**src/rtl/change_dispenser_if.sv**
```systemverilog
// change_dispenser_if: change request, hopper status, solenoid and status signals of the change dispenser
interface change_dispenser_if;
    logic       chg_valid;
    logic [2:0] chg_amt;
    logic       hop2_empty;
    logic       hop1_empty;
    logic       drop_det;
    logic       fault_clr;
    logic       chg_ready;
    logic       busy;
    logic       eject2;
    logic       eject1;
    logic       done;
    logic       fault;
    logic [2:0] owed;
    logic       ovr_err;
    modport master (
        output chg_valid, chg_amt, hop2_empty, hop1_empty, drop_det, fault_clr,
        input  chg_ready, busy, eject2, eject1, done, fault, owed, ovr_err
    );
    modport slave (
        input  chg_valid, chg_amt, hop2_empty, hop1_empty, drop_det, fault_clr,
        output chg_ready, busy, eject2, eject1, done, fault, owed, ovr_err
    );
endinterface

```
**src/rtl/change_dispenser.sv**
```systemverilog
// change_dispenser: pays out 0-4 units via 2-unit and 1-unit hoppers, confirming each coin drop
module change_dispenser #(
    parameter int PULSE_CYC = 4,
    parameter int GAP_CYC   = 4,
    parameter int TO_CYC    = 64
) (
    input logic clk,
    input logic rst,
    change_dispenser_if.slave bus
);
    typedef enum logic [2:0] {IDLE, SELECT, PULSE, WAIT_DROP, GAP, DONE, FAULT} state_t;
    localparam int MX = (PULSE_CYC > GAP_CYC ? (PULSE_CYC > TO_CYC ? PULSE_CYC : TO_CYC)
                                             : (GAP_CYC > TO_CYC ? GAP_CYC : TO_CYC));
    localparam int CW = $clog2(MX + 1);
    state_t        r_state;
    logic [2:0]    r_rem;
    logic [2:0]    r_owed;
    logic [1:0]    r_sel;
    logic [CW-1:0] r_cnt;
    logic          r_drop_seen;
    logic          r_eject2;
    logic          r_eject1;
    logic          r_done;
    logic          r_fault;
    logic          r_busy;
    logic          r_ovr;
    logic [2:0]    w_amt;
    assign w_amt = (bus.chg_amt > 3'd4) ? 3'd4 : bus.chg_amt;
    assign bus.chg_ready = ~r_busy;
    assign bus.busy      = r_busy;
    assign bus.eject2    = r_eject2;
    assign bus.eject1    = r_eject1;
    assign bus.done      = r_done;
    assign bus.fault     = r_fault;
    assign bus.owed      = r_owed;
    assign bus.ovr_err   = r_ovr;
    always_ff @(posedge clk) begin
        if (rst) begin
            r_state     <= IDLE;
            r_rem       <= '0;
            r_sel       <= '0;
            r_cnt       <= '0;
            r_owed      <= '0;
            r_drop_seen <= 1'b0;
            r_eject2    <= 1'b0;
            r_eject1    <= 1'b0;
            r_done      <= 1'b0;
            r_fault     <= 1'b0;
            r_busy      <= 1'b0;
            r_ovr       <= 1'b0;
        end else begin
            r_ovr  <= bus.chg_valid && (r_state != IDLE);
            r_done <= 1'b0;
            case (r_state)
                IDLE: if (bus.chg_valid && bus.chg_amt != 3'd0) begin
                    r_rem   <= w_amt;
                    r_busy  <= 1'b1;
                    r_state <= SELECT;
                end
                SELECT: begin
                    r_cnt       <= '0;
                    r_drop_seen <= 1'b0;
                    if (r_rem == 3'd0) begin
                        r_done  <= 1'b1;
                        r_state <= DONE;
                    end else if (r_rem >= 3'd2 && !bus.hop2_empty) begin
                        r_sel    <= 2'd2;
                        r_eject2 <= 1'b1;
                        r_state  <= PULSE;
                    end else if (!bus.hop1_empty) begin
                        r_sel    <= 2'd1;
                        r_eject1 <= 1'b1;
                        r_state  <= PULSE;
                    end else begin
                        r_owed  <= r_rem;
                        r_fault <= 1'b1;
                        r_state <= FAULT;
                    end
                end
                PULSE: begin
                    if (bus.drop_det) r_drop_seen <= 1'b1;
                    if (r_cnt == CW'(PULSE_CYC - 1)) begin
                        r_cnt    <= '0;
                        r_eject2 <= 1'b0;
                        r_eject1 <= 1'b0;
                        r_state  <= WAIT_DROP;
                    end else r_cnt <= r_cnt + 1'b1;
                end
                // A drop latched during the pulse still costs one WAIT_DROP cycle before the gap.
                WAIT_DROP: if (r_drop_seen || bus.drop_det) begin
                    r_rem       <= r_rem - {1'b0, r_sel};
                    r_drop_seen <= 1'b0;
                    r_cnt       <= '0;
                    r_state     <= GAP;
                end else if (r_cnt == CW'(TO_CYC - 1)) begin
                    r_owed  <= r_rem;
                    r_fault <= 1'b1;
                    r_state <= FAULT;
                end else r_cnt <= r_cnt + 1'b1;
                GAP: if (r_cnt == CW'(GAP_CYC - 1)) begin
                    r_cnt   <= '0;
                    r_state <= SELECT;
                end else r_cnt <= r_cnt + 1'b1;
                DONE: begin
                    r_busy  <= 1'b0;
                    r_state <= IDLE;
                end
                FAULT: if (bus.fault_clr) begin
                    r_owed  <= '0;
                    r_fault <= 1'b0;
                    r_busy  <= 1'b0;
                    r_state <= IDLE;
                end
                default: r_state <= IDLE;
            endcase
        end
    end
endmodule
```
**src/flat_wrapper.sv**
```systemverilog
// flat-port wrapper written by rule: the top's interface ports become plain ports
module change_dispenser_flat 
#(
    parameter int PULSE_CYC = 4,
    parameter int GAP_CYC   = 4,
    parameter int TO_CYC    = 64
)
  (clk, rst, bus_chg_valid, bus_chg_amt, bus_hop2_empty, bus_hop1_empty, bus_drop_det, bus_fault_clr, bus_chg_ready, bus_busy, bus_eject2, bus_eject1, bus_done, bus_fault, bus_owed, bus_ovr_err);
  change_dispenser_if bus_i ();
  input logic clk;
  input logic rst;
  input wire logic [$bits(bus_i.chg_valid)-1:0] bus_chg_valid;
  input wire logic [$bits(bus_i.chg_amt)-1:0] bus_chg_amt;
  input wire logic [$bits(bus_i.hop2_empty)-1:0] bus_hop2_empty;
  input wire logic [$bits(bus_i.hop1_empty)-1:0] bus_hop1_empty;
  input wire logic [$bits(bus_i.drop_det)-1:0] bus_drop_det;
  input wire logic [$bits(bus_i.fault_clr)-1:0] bus_fault_clr;
  output wire logic [$bits(bus_i.chg_ready)-1:0] bus_chg_ready;
  output wire logic [$bits(bus_i.busy)-1:0] bus_busy;
  output wire logic [$bits(bus_i.eject2)-1:0] bus_eject2;
  output wire logic [$bits(bus_i.eject1)-1:0] bus_eject1;
  output wire logic [$bits(bus_i.done)-1:0] bus_done;
  output wire logic [$bits(bus_i.fault)-1:0] bus_fault;
  output wire logic [$bits(bus_i.owed)-1:0] bus_owed;
  output wire logic [$bits(bus_i.ovr_err)-1:0] bus_ovr_err;
  assign bus_i.chg_valid = bus_chg_valid;
  assign bus_i.chg_amt = bus_chg_amt;
  assign bus_i.hop2_empty = bus_hop2_empty;
  assign bus_i.hop1_empty = bus_hop1_empty;
  assign bus_i.drop_det = bus_drop_det;
  assign bus_i.fault_clr = bus_fault_clr;
  assign bus_chg_ready = bus_i.chg_ready;
  assign bus_busy = bus_i.busy;
  assign bus_eject2 = bus_i.eject2;
  assign bus_eject1 = bus_i.eject1;
  assign bus_done = bus_i.done;
  assign bus_fault = bus_i.fault;
  assign bus_owed = bus_i.owed;
  assign bus_ovr_err = bus_i.ovr_err;
  change_dispenser #(.PULSE_CYC(PULSE_CYC), .GAP_CYC(GAP_CYC), .TO_CYC(TO_CYC)) u_core (.clk(clk), .rst(rst), .bus(bus_i));
endmodule
```
**config.mk**
```make
export PLATFORM = sky130hd
export DESIGN_NAME = change_dispenser_flat
export DESIGN_NICKNAME = d
export VERILOG_FILES = /design/src/rtl/change_dispenser_if.sv /design/src/rtl/change_dispenser.sv /design/src/flat_wrapper.sv
export SDC_FILE = /design/constraint.sdc
export NUM_CORES = 1
export LEC_CHECK = 0
export CAP_MARGIN = 20
export CORE_ASPECT_RATIO = 1.4
export CORE_MARGIN = 2
export CORE_UTILIZATION = 48
export CTS_CLUSTER_SIZE = 28
export DETAILED_ROUTE_END_ITERATION = 16
export GPL_TIMING_DRIVEN = 0
export HOLD_SLACK_MARGIN = 0.1
export PLACE_DENSITY = 0.7
export SYNTH_ARGS = -nofsm -noshare
export SYNTH_HDL_FRONTEND = slang
export SYNTH_SLANG_ARGS = --single-unit
export TNS_END_PERCENT = 5
```
**constraint.sdc**
```tcl
create_clock -name clk -period 1.7 [get_ports clk]
set_input_delay 0.34 -clock clk [delete_from_list [all_inputs] [get_ports clk]]
set_output_delay 0.34 -clock clk [all_outputs]
set_load 0.03 [all_outputs]
```
==> run metrics, run 1 <==
status=completed; area of the multi-input gates=955 um^2; MaxCap Viol Count=0; HP Class=in -> reg; Warnings, synthesis=0; GRT Util Overall=0.222; top-count cell post-synth=dfxtp_1; Worst Path Max Fanout=10; CTS buffer count=3; R2R setup slack=0.03 ns; setup ws final=0.0277 ns; H-tree depth=1; Post-Synth XOR/XNOR Area=0.0415; Synth area leader=dfxtp_1; Cells after DPL=224; CTS tree=built; Final Slew Violations=0; layout cells sized above 1=0.245; complex-gate fraction of the synthesized area=0.187; maximum clock insertion buffer count=2; pre-CTS setup slack=-0.459 ns; final instance area=1870 um^2; adder-cell share of the synthesized area=0.0311; Synth cell types=52; sequential-to-total area share from yosys stat=0.346; die area=3480 um^2; Total Nets Final=210; Storage cell area=508 um^2; GPL Wtd Cong=0.856; Worst Max-Slew Pin Slew=0.524 ns; mean post-synth cell area=8.62 um^2; vias per cell=5.93; worst skew pair latency=0.28 ns; Synth Flop Type=dfxtp_1; vias in the first global route=1321; number of antenna violations at the first check in global routing=0; Hold Buf Count CTS=0; Post-synth EDFFs=0; PortBufs=19; Syn Inst Count=168; simple-gate share of the synthesized area=0.308; Area Growth Syn to Fin=29.0%; largest net degree at the start of global routing=16; CTS Root Cell=clkbuf_8; RSZ-0062 raised after global routing=yes; post-detail-place hpwl=2640 um; Power Total=0.00282 W; Netlist Area Pre-Place=1450 um^2; largest family of logic cells by synthesized area=simple AND/OR/NAND/NOR gates; die width=50.4 um; Initial Util=0.503; CP startpoint kind=flop; multiplexer share of the synthesized area=0.0380; WS Path Type=reg -> reg; die height=69.0 um; Fillers=262; wirelength, routed=3570 um; # setup viols final=0; first-pass GRT wire length=5840 um; maximum vdd drop=0.846 mV; Final ANT Viol Nets=0; total congestion overflow=0; Critical Path Sink Type=flop; number of DRC markers in iteration 0=40; Max Freq=0.598 GHz; ys async rst share=0; Row Count=23; Worst Path Arrival=1.85 ns; CP required=1.87 ns; slew margin rel.=0.647; worst hold slack=0.367 ns; Core ar.=2880 um^2; WL/cell=15.3 um; top cells by area, synth=dfxtp_1 (35%), nor2_1 (5.2%), a21oi_1 (3.8%); min Tclk post-route=1.67 ns; top-area cell type share of the netlist area=0.346; Pleak=0.743 nW; Final Hold Fails=0; Finished Layout Cells=233; Syn Nets=181; Synth top cells by count=dfxtp_1 (25), nor2_1 (20), nand2_1 (12); clk_skew=0.00441 ns; DRC viols=0; dpl cell area=1680 um^2; Via Count=1381; Final Cycle Share=0.984; Initial DRT Pass Iterations=4; Worst-path clk slew=0.09 ns; Diodes inserted=0; PwrDens=1510 nW/um^2; Synth Register Bits=25; CTS sink cnt=25; # IOs=20
## per-stage QoR
stage | utilization | TNS [ns]
after CTS | 0.621 | -0.0161
after global routing | 0.649 | -0.198
final | 0.649 | 0
after global placement | 0.585 | -5.61
after floorplan | - | 0
after detailed placement | 0.585 | -5.45
## state kept, by name, indices dropped and copies added (netlist names)
name and cells:
u_core.bus.busy 1, u_core.bus.done 1, u_core.bus.eject1 1, u_core.bus.eject2 1, u_core.bus.fault 1, u_core.bus.ovr_err 1
u_core.bus.owed 3, u_core.r_cnt 7, u_core.r_drop_seen 1, u_core.r_rem 3, u_core.r_sel 2, u_core.r_state 3
## path summary, 6_finish.rpt
path,start,endpoint,depth (start not counted)
worst max register to register,u_core.r_state[2],u_core.bus.fault,6
worst max-delay path,u_core.r_state[2],u_core.bus.fault,6
worst min-delay path,bus_chg_valid,u_core.bus.ovr_err,3
worst min register to register,u_core.bus.owed[2],u_core.bus.owed[2],2
## repair_timing
item                                    CTS  global route
endpoints found under the hold margin     0             0
gates resized for setup                  11            19
pin swaps                                 6             9
endpoints found under the setup margin   12            18
buffers inserted                          3             2
## worst max-delay path: stages, from the launching register on
cell and delay [ns]:
dfxtp_1 0.32, buf_6 0.14, nand2b_4 0.17, nor4_1 0.38, nor3_1 0.11, o211ai_2 0.13, mux2_4 0.32
## cells by family after synthesis
| logic type | after synthesis |
|---|---|
| AOI/OAI and AO/OA | 37 |
| xor gates and xnor gates | 6 |
| adders and majority gates | 3 |
| buffers and inverters | 13 |
| DFF | 25 |
| muxes | 5 |
| and+or+nand+nor | 79 |
## layout make-up
class / instances / area share
Multi-Input combinational cell: 130 / 0.511
Sequential cell: 25 / 0.272
Timing Repair Buffer: 24 / 0.125
Buffer: 7 / 0.0288
Tap cell: 37 / 0.0248
Clock buffer: 3 / 0.0221
Inverter: 6 / 0.0121
Clock inverter: 1 / 0.00402
## cell usage in the layout, fill, tap and decap left out, types with 2 or more instances in the layout
| master | instances |
|---|---|
| nand3b_1 | 2 |
| nand4_1 | 4 |
| dfxtp_2 | 3 |
| dfxtp_1 | 21 |
| buf_6 | 2 |
| nor2_2 | 4 |
| inv_1 | 5 |
| or3_1 | 2 |
| buf_4 | 7 |
| mux2i_1 | 4 |
| xor2_1 | 5 |
| nand2_1 | 11 |
| nor3_1 | 8 |
| nor4_1 | 2 |
| clkdlybuf4s50_1 | 17 |
| a21oi_2 | 3 |
| and4_1 | 2 |
| and3_1 | 2 |
| clkbuf_8 | 3 |
| o21ai_0 | 7 |
| o211ai_1 | 2 |
| o211a_1 | 2 |
| nand3_1 | 4 |
| nand2b_1 | 7 |
| nor2_1 | 15 |
| a21oi_1 | 8 |
| or4_4 | 2 |
| dlymetal6s2s_1 | 2 |
## power by group
part           switching [W]  internal [W]  total [W]
sequential          0.000113      0.000730   0.000844
clock               0.000202      0.000167   0.000368
combinational       0.000883      0.000722    0.00160
total                0.00120       0.00162    0.00282
## per-layer routing
layer,up-vias,part of all wire,global-route usage
li1,665,-,-
met1,652,0.38,0.233
met2,53,0.54,0.429
met3,11,0.044,0.0237
met4,0,0.029,0.122
met5,-,0,0
No activity file was read; power rests on OpenSTA's default activity.
==> run 2, diff against run 1 <==
- CAP_MARGIN: 20 -> 10
- CORE_UTILIZATION: 48 -> 54
- PLACE_DENSITY: 0.7 -> 0.75
- clock period: 1.7 -> 1.6 ns (I/O delays scaled with it)
==> run metrics, run 2 (synthesis gave the netlist of run 1 again) <==
internal power consumption=0.00162 W (+0.22%); Initial Util=0.559 (+0.0564); Final ANT Viol Nets=0 (unchanged); Row Count=22 (-4.3%); power share of the combinational group=0.561 (-0.009); RSZ-0062 raised after global routing=yes; vias in the first global route=1258 (-4.8%); Worst Path Max Fanout=4 (-6); clk_skew=0.00480 ns (+0.000389 ns); wirelength, routed=3500 um (-2.0%); # setup viols final=7 (+7); MaxCap Viol Count=0 (unchanged); CTS tree=built; most frequent cells in the layout=nor2_1 (17), dfxtp_1 (17), nand2_1 (11); die height=65.3 um (-5.4%); PwrDens=1580 nW/um^2 (+4.8%); setup ws final=-0.0626 ns (-0.0903 ns); Core ar.=2590 um^2 (-10%); Layout Utilization=0.705 (+0.0563); GPL Wtd Cong=0.924 (+8.0%); Storage cell area=518 um^2 (+2.0%); Reg with most FFs=u_core.r_cnt; number of antenna violations at the first check in global routing=0 (unchanged); Final Cycle Share=1.04 (+0.0554); failing checks=negative setup slack; die area=3120 um^2 (-10%); vias per cell=5.95 (+0.36%); first-pass GRT wire length=5300 um (-9.2%); H-tree depth=1 (unchanged); maximum clock insertion buffer count=2 (unchanged); status=finished, violations left; area of the multi-input gates=948 um^2 (-0.66%); CP startpoint kind=flop; Via Count=1380 (-0.072%); worst skew pair latency=0.33 ns (+0.05 ns); Area Growth Syn to Fin=26.0%; clock share of power=0.100 (-0.031); P_sw=0.00126 W (+5.3%); CTS Root Cell=clkbuf_4; maximum vdd drop=0.911 mV (+7.8%); Critical Path Sink Type=flop; slew margin rel.=0.686 (+0.0387); final instance area=1820 um^2 (-2.3%); HP Class=reg -> reg; Total Nets Final=210 (unchanged); Initial DRT Pass Iterations=4 (unchanged); Worst-path clk slew=0.13 ns (+0.04 ns); CTS sink cnt=25 (unchanged); Pleak=0.747 nW (+0.64%); largest net degree at the start of global routing=14 (-2); max reg flops=7 (unchanged); # IOs=20 (unchanged); Finished Layout Cells=232 (-0.43%); die width=47.8 um (-5.3%); total congestion overflow=0 (unchanged); Worst Max-Slew Pin Slew=0.471 ns (-0.0532 ns); WS Path Type=reg -> reg; setup TNS=-0.183 ns (-0.183 ns); Cells after DPL=223 (-0.45%); layout cells sized above 1=0.250 (+0.00510); Final Hold Fails=0 (unchanged); sequential power share=0.339 (+0.039); post-detail-place hpwl=2470 um (-6.4%); WL/cell=15.1 um (-1.5%); PortBufs=19 (unchanged); dpl cell area=1690 um^2 (+0.15%); Worst Path Arrival=1.94 ns (+0.09 ns); Fillers=236 (-9.9%); number of DRC markers in iteration 0=33 (-18%); DRC viols=0 (unchanged); Final Slew Violations=0 (unchanged); CTS buffer count=3 (unchanged); min Tclk post-route=1.66 ns (-0.00966 ns); Net Sw Frac=0.437 (+0.0121); Diodes inserted=0 (unchanged); GRT Util Overall=0.232 (+0.0103); Max Freq=0.601 GHz (+0.58%); CP required=1.88 ns (about the same)
## run 2: timing repair
| action | in CTS | in global routing |
|---|---|---|
| endpoints found under the hold margin | 0 | 0 |
| pin swaps | 6 | 11 |
| resized for setup | 25 | 16 |
| hold buffers | 0 | 0 |
| buffers inserted | 1 | 6 |
| endpoints found under the setup margin | 27 | 20 |
## run 2: path summary, 6_finish.rpt
path | slack (ns) | depth (start not counted) | end | start
worst max register to register | -0.06 | 6 | u_core.r_state[0] | u_core.r_cnt[0]
worst min-delay path | 0.50 | 2 | u_core.bus.owed[2] | u_core.bus.owed[2]
worst max-delay path | -0.06 | 6 | u_core.r_state[0] | u_core.r_cnt[0]
worst min register to register | 0.50 | 2 | u_core.bus.owed[2] | u_core.bus.owed[2]
## run 2: layout make-up
cell class / instances / share of cell area
Buffer: 5 / 0.0199
Clock buffer: 4 / 0.0144
Inverter: 6 / 0.0123
Multi-Input combinational cell: 130 / 0.520
Sequential cell: 25 / 0.284
Tap cell: 36 / 0.0247
Timing Repair Buffer: 26 / 0.125
## run 2: worst max-delay path, cell delays in order (launching register included)
cell and delay [ns]:
dfxtp_4 0.38, ha_4 0.17, nor2b_4 0.13, and2_1 0.17, or4_1 0.40, a21oi_1 0.20
and3_1 0.16
## run 2: power by group through the flow
stage               Combinational (W)  Clock, W  Sequential [W]
floorplan                     0.00106         0        0.000976
global placement              0.00148         0        0.000899
detailed placement            0.00150         0        0.000907
CTS                           0.00151  0.000290        0.000906
global route                  0.00175  0.000315        0.000998
finish                        0.00162  0.000289        0.000977
## run 2: per-layer routing
metal	GRT usage	share of wire	vias to the layer above
li1	-	-	666
met1	0.261	0.39	670
met2	0.413	0.55	35
met3	0.0302	0.031	9
met4	0.0912	0.028	0
met5	0	0	-
## run 2: metrics by stage
step	worst slack, ns	hold WS, ns	power, W
finish	-0.0626	0.500	0.00288
global placement	-0.527	0.463	0.00238
floorplan	-0.0204	0.449	0.00204
CTS	-0.116	0.495	0.00271
global route	-0.132	0.518	0.00306
detailed placement	-0.541	0.480	0.00241
==> run 3, diff against run 2 <==
- CORE_ASPECT_RATIO: 1.4 -> 1.75
- CORE_UTILIZATION: 54 -> 55
- PLACE_DENSITY: 0.75 -> 0.76
- clock period: 1.6 -> 1.95 ns (I/O delays scaled with it)
==> run metrics, run 3 (synthesis gave the netlist of run 1 again) <==
Core ar.=2490 um^2 (-3.7%); commonest non-fill, non-tap cell in the layout=dfxtp_1; RSZ-0062 raised after global routing=no; most frequent cells in the layout=dfxtp_1 (25), nor2_1 (19), clkdlybuf4s50_1 (19); die width=42.8 um (-10%); # setup viols final=0 (-7); clk_skew=0.00169 ns (-0.00311 ns); Setup Buffers After CTS=0 (-1); CP startpoint kind=input pin; number of antenna violations at the first check in global routing=0 (unchanged); slew margin rel.=0.666 (-0.0195); Total Nets Final=205 (-2.4%); Final Hold Fails=0 (unchanged); final instance area=1720 um^2 (-5.5%); status=completed; layout cells sized above 1=0.131 (-0.119); wirelength, routed=3340 um (-4.4%); vias in the first global route=1315 (+4.5%); Max Freq=0.546 GHz; Hold Buf Count CTS=0 (unchanged); Reg with most FFs=u_core.r_cnt; min-delay src=u_core.bus.owed[0]; Pleak=0.686 nW (-8.3%); Diodes inserted=0 (unchanged); PwrDens=1340 nW/um^2 (-15%); Area Growth Syn to Fin=19.1%; CTS buffer count=3 (unchanged); DRC viols=0 (unchanged); min Tclk post-route=1.83 ns; Worst Path Max Fanout=6 (+2); MaxCap Viol Count=0 (unchanged); Hold EP=u_core.bus.owed[0]; Final Cycle Share=0.939; die area=3070 um^2 (-1.4%); dpl cell area=1670 um^2 (-0.96%); reg2reg end=u_core.r_cnt[1]; PortBufs=19 (unchanged); max reg flops=7 (unchanged); GPL Wtd Cong=0.876 (-5.2%); total congestion overflow=0 (unchanged); die height=71.9 um (+10%); r2r worst-path depth=6 (unchanged); post-detail-place hpwl=2650 um (+7.4%); largest net degree at the start of global routing=16 (+2); WL/cell=15.4 um (+2.2%); CP required=2.12 ns (+0.24 ns); setup TNS=0 ns (+0.183 ns); crit-path cells=clkdlybuf4s50_1, nor2_2, nor2_1, o21ai_0, o211ai_2, mux2_4; HP Class=reg -> reg; CTS sink cnt=25 (unchanged); CP Buf/Inv Count=1 (+1); Worst-path clk slew=0.09 ns (-0.04 ns); RR Startpoint=u_core.r_cnt[0]; maximum clock insertion buffer count=2 (unchanged); R2R setup slack=0.13 ns (+0.19 ns); CTS tree=built; worst skew pair latency=0.27 ns (-0.06 ns); CTS Root Cell=clkbuf_8; Final Slew Violations=0 (unchanged); vias per cell=6.09 (+2.4%); Power Total=0.00231 W (-20%); Worst Max-Slew Pin Slew=0.496 ns (+0.0247 ns); Via Count=1322 (-4.2%); Crit-path slowest cell=clkdlybuf4s50_1; H-tree depth=1 (unchanged); GRT Util Overall=0.242 (+0.0101); CP peak stage delay=0.47 ns (+0.07 ns); WS Path Type=in -> reg; Initial DRT Pass Iterations=4 (unchanged); Layout Utilization=0.692 (-0.0133); Initial Util=0.581 (+0.0213); number of DRC markers in iteration 0=31 (-6.1%); Critical Path Sink Type=flop; critical path's top delay family=buffers and inverters; # IOs=20 (unchanged); Final ANT Viol Nets=0 (unchanged); hold path depth=2 (unchanged); maximum vdd drop=0.760 mV (-17%); Row Count=24 (+9.1%); Worst Path Arrival=2.00 ns (+0.06 ns); first-pass GRT wire length=5830 um (+10%)
-- run 3: worst max path at each step --
stage	start	end	slack, ns	cells past startpoint
3_5_place_dp	bus_drop_det	u_core.bus.fault	-0.29	6
2_1_floorplan	u_core.r_state[1]	u_core.bus.fault	0.31	6
6_report	bus_drop_det	u_core.bus.fault	0.12	6
5_1_grt	u_core.r_cnt[0]	u_core.r_cnt[1]	0.003	6
3_3_place_gp	bus_drop_det	u_core.bus.fault	-0.26	6
4_1_cts	bus_drop_det	u_core.bus.fault	0.12	6
-- run 3: worst register-to-register path, stage by stage, from the launching register on --
cell and delay (ns):
dfxtp_1 0.36, ha_1 0.25, nor2b_2 0.18, and2_1 0.19, a21o_2 0.22, a221o_1 0.40, a21oi_1 0.16
-- run 3: final cells by class --
class / count / area [um^2]
fill: 211 / 768
timing repair buffer: 19 / 190
sequential: 25 / 500
buffer: 7 / 48.8
multi-input combinational: 130 / 881
clock inverter: 1 / 7.51
tap: 26 / 32.5
clock buffer: 3 / 41.3
inverter: 6 / 22.5
-- run 3: timing repair --
item,in CTS,in global routing
resized for setup,1,1
cloned,0,0
endpoints found under the setup margin,1,6
pin swaps,0,0
-- run 3: layer usage --
metal | global-route usage | routed length, um
met5 | 0 | 0
met4 | 0.0903 | 104
met3 | 0.0227 | 81
met2 | 0.481 | 1890
met1 | 0.246 | 1270
-- run 3: report_power, final --
part	total (W)	switching (W)	leakage, nW	internal [W]
Combinational	0.00126	0.000713	0.460	0.000544
Sequential	0.000735	0.000110	0.204	0.000625
Clock	0.000316	0.000171	0.0217	0.000145
-- run 3: metrics by stage --
step	setup WS [ns]	hold slack, ns	instances
final	0.119	0.482	217
after global placement	-0.263	0.463	213
after floorplan	0.309	0.458	168
after CTS	0.125	0.488	217
after global routing	0.00297	0.517	217
after detailed placement	-0.287	0.476	213
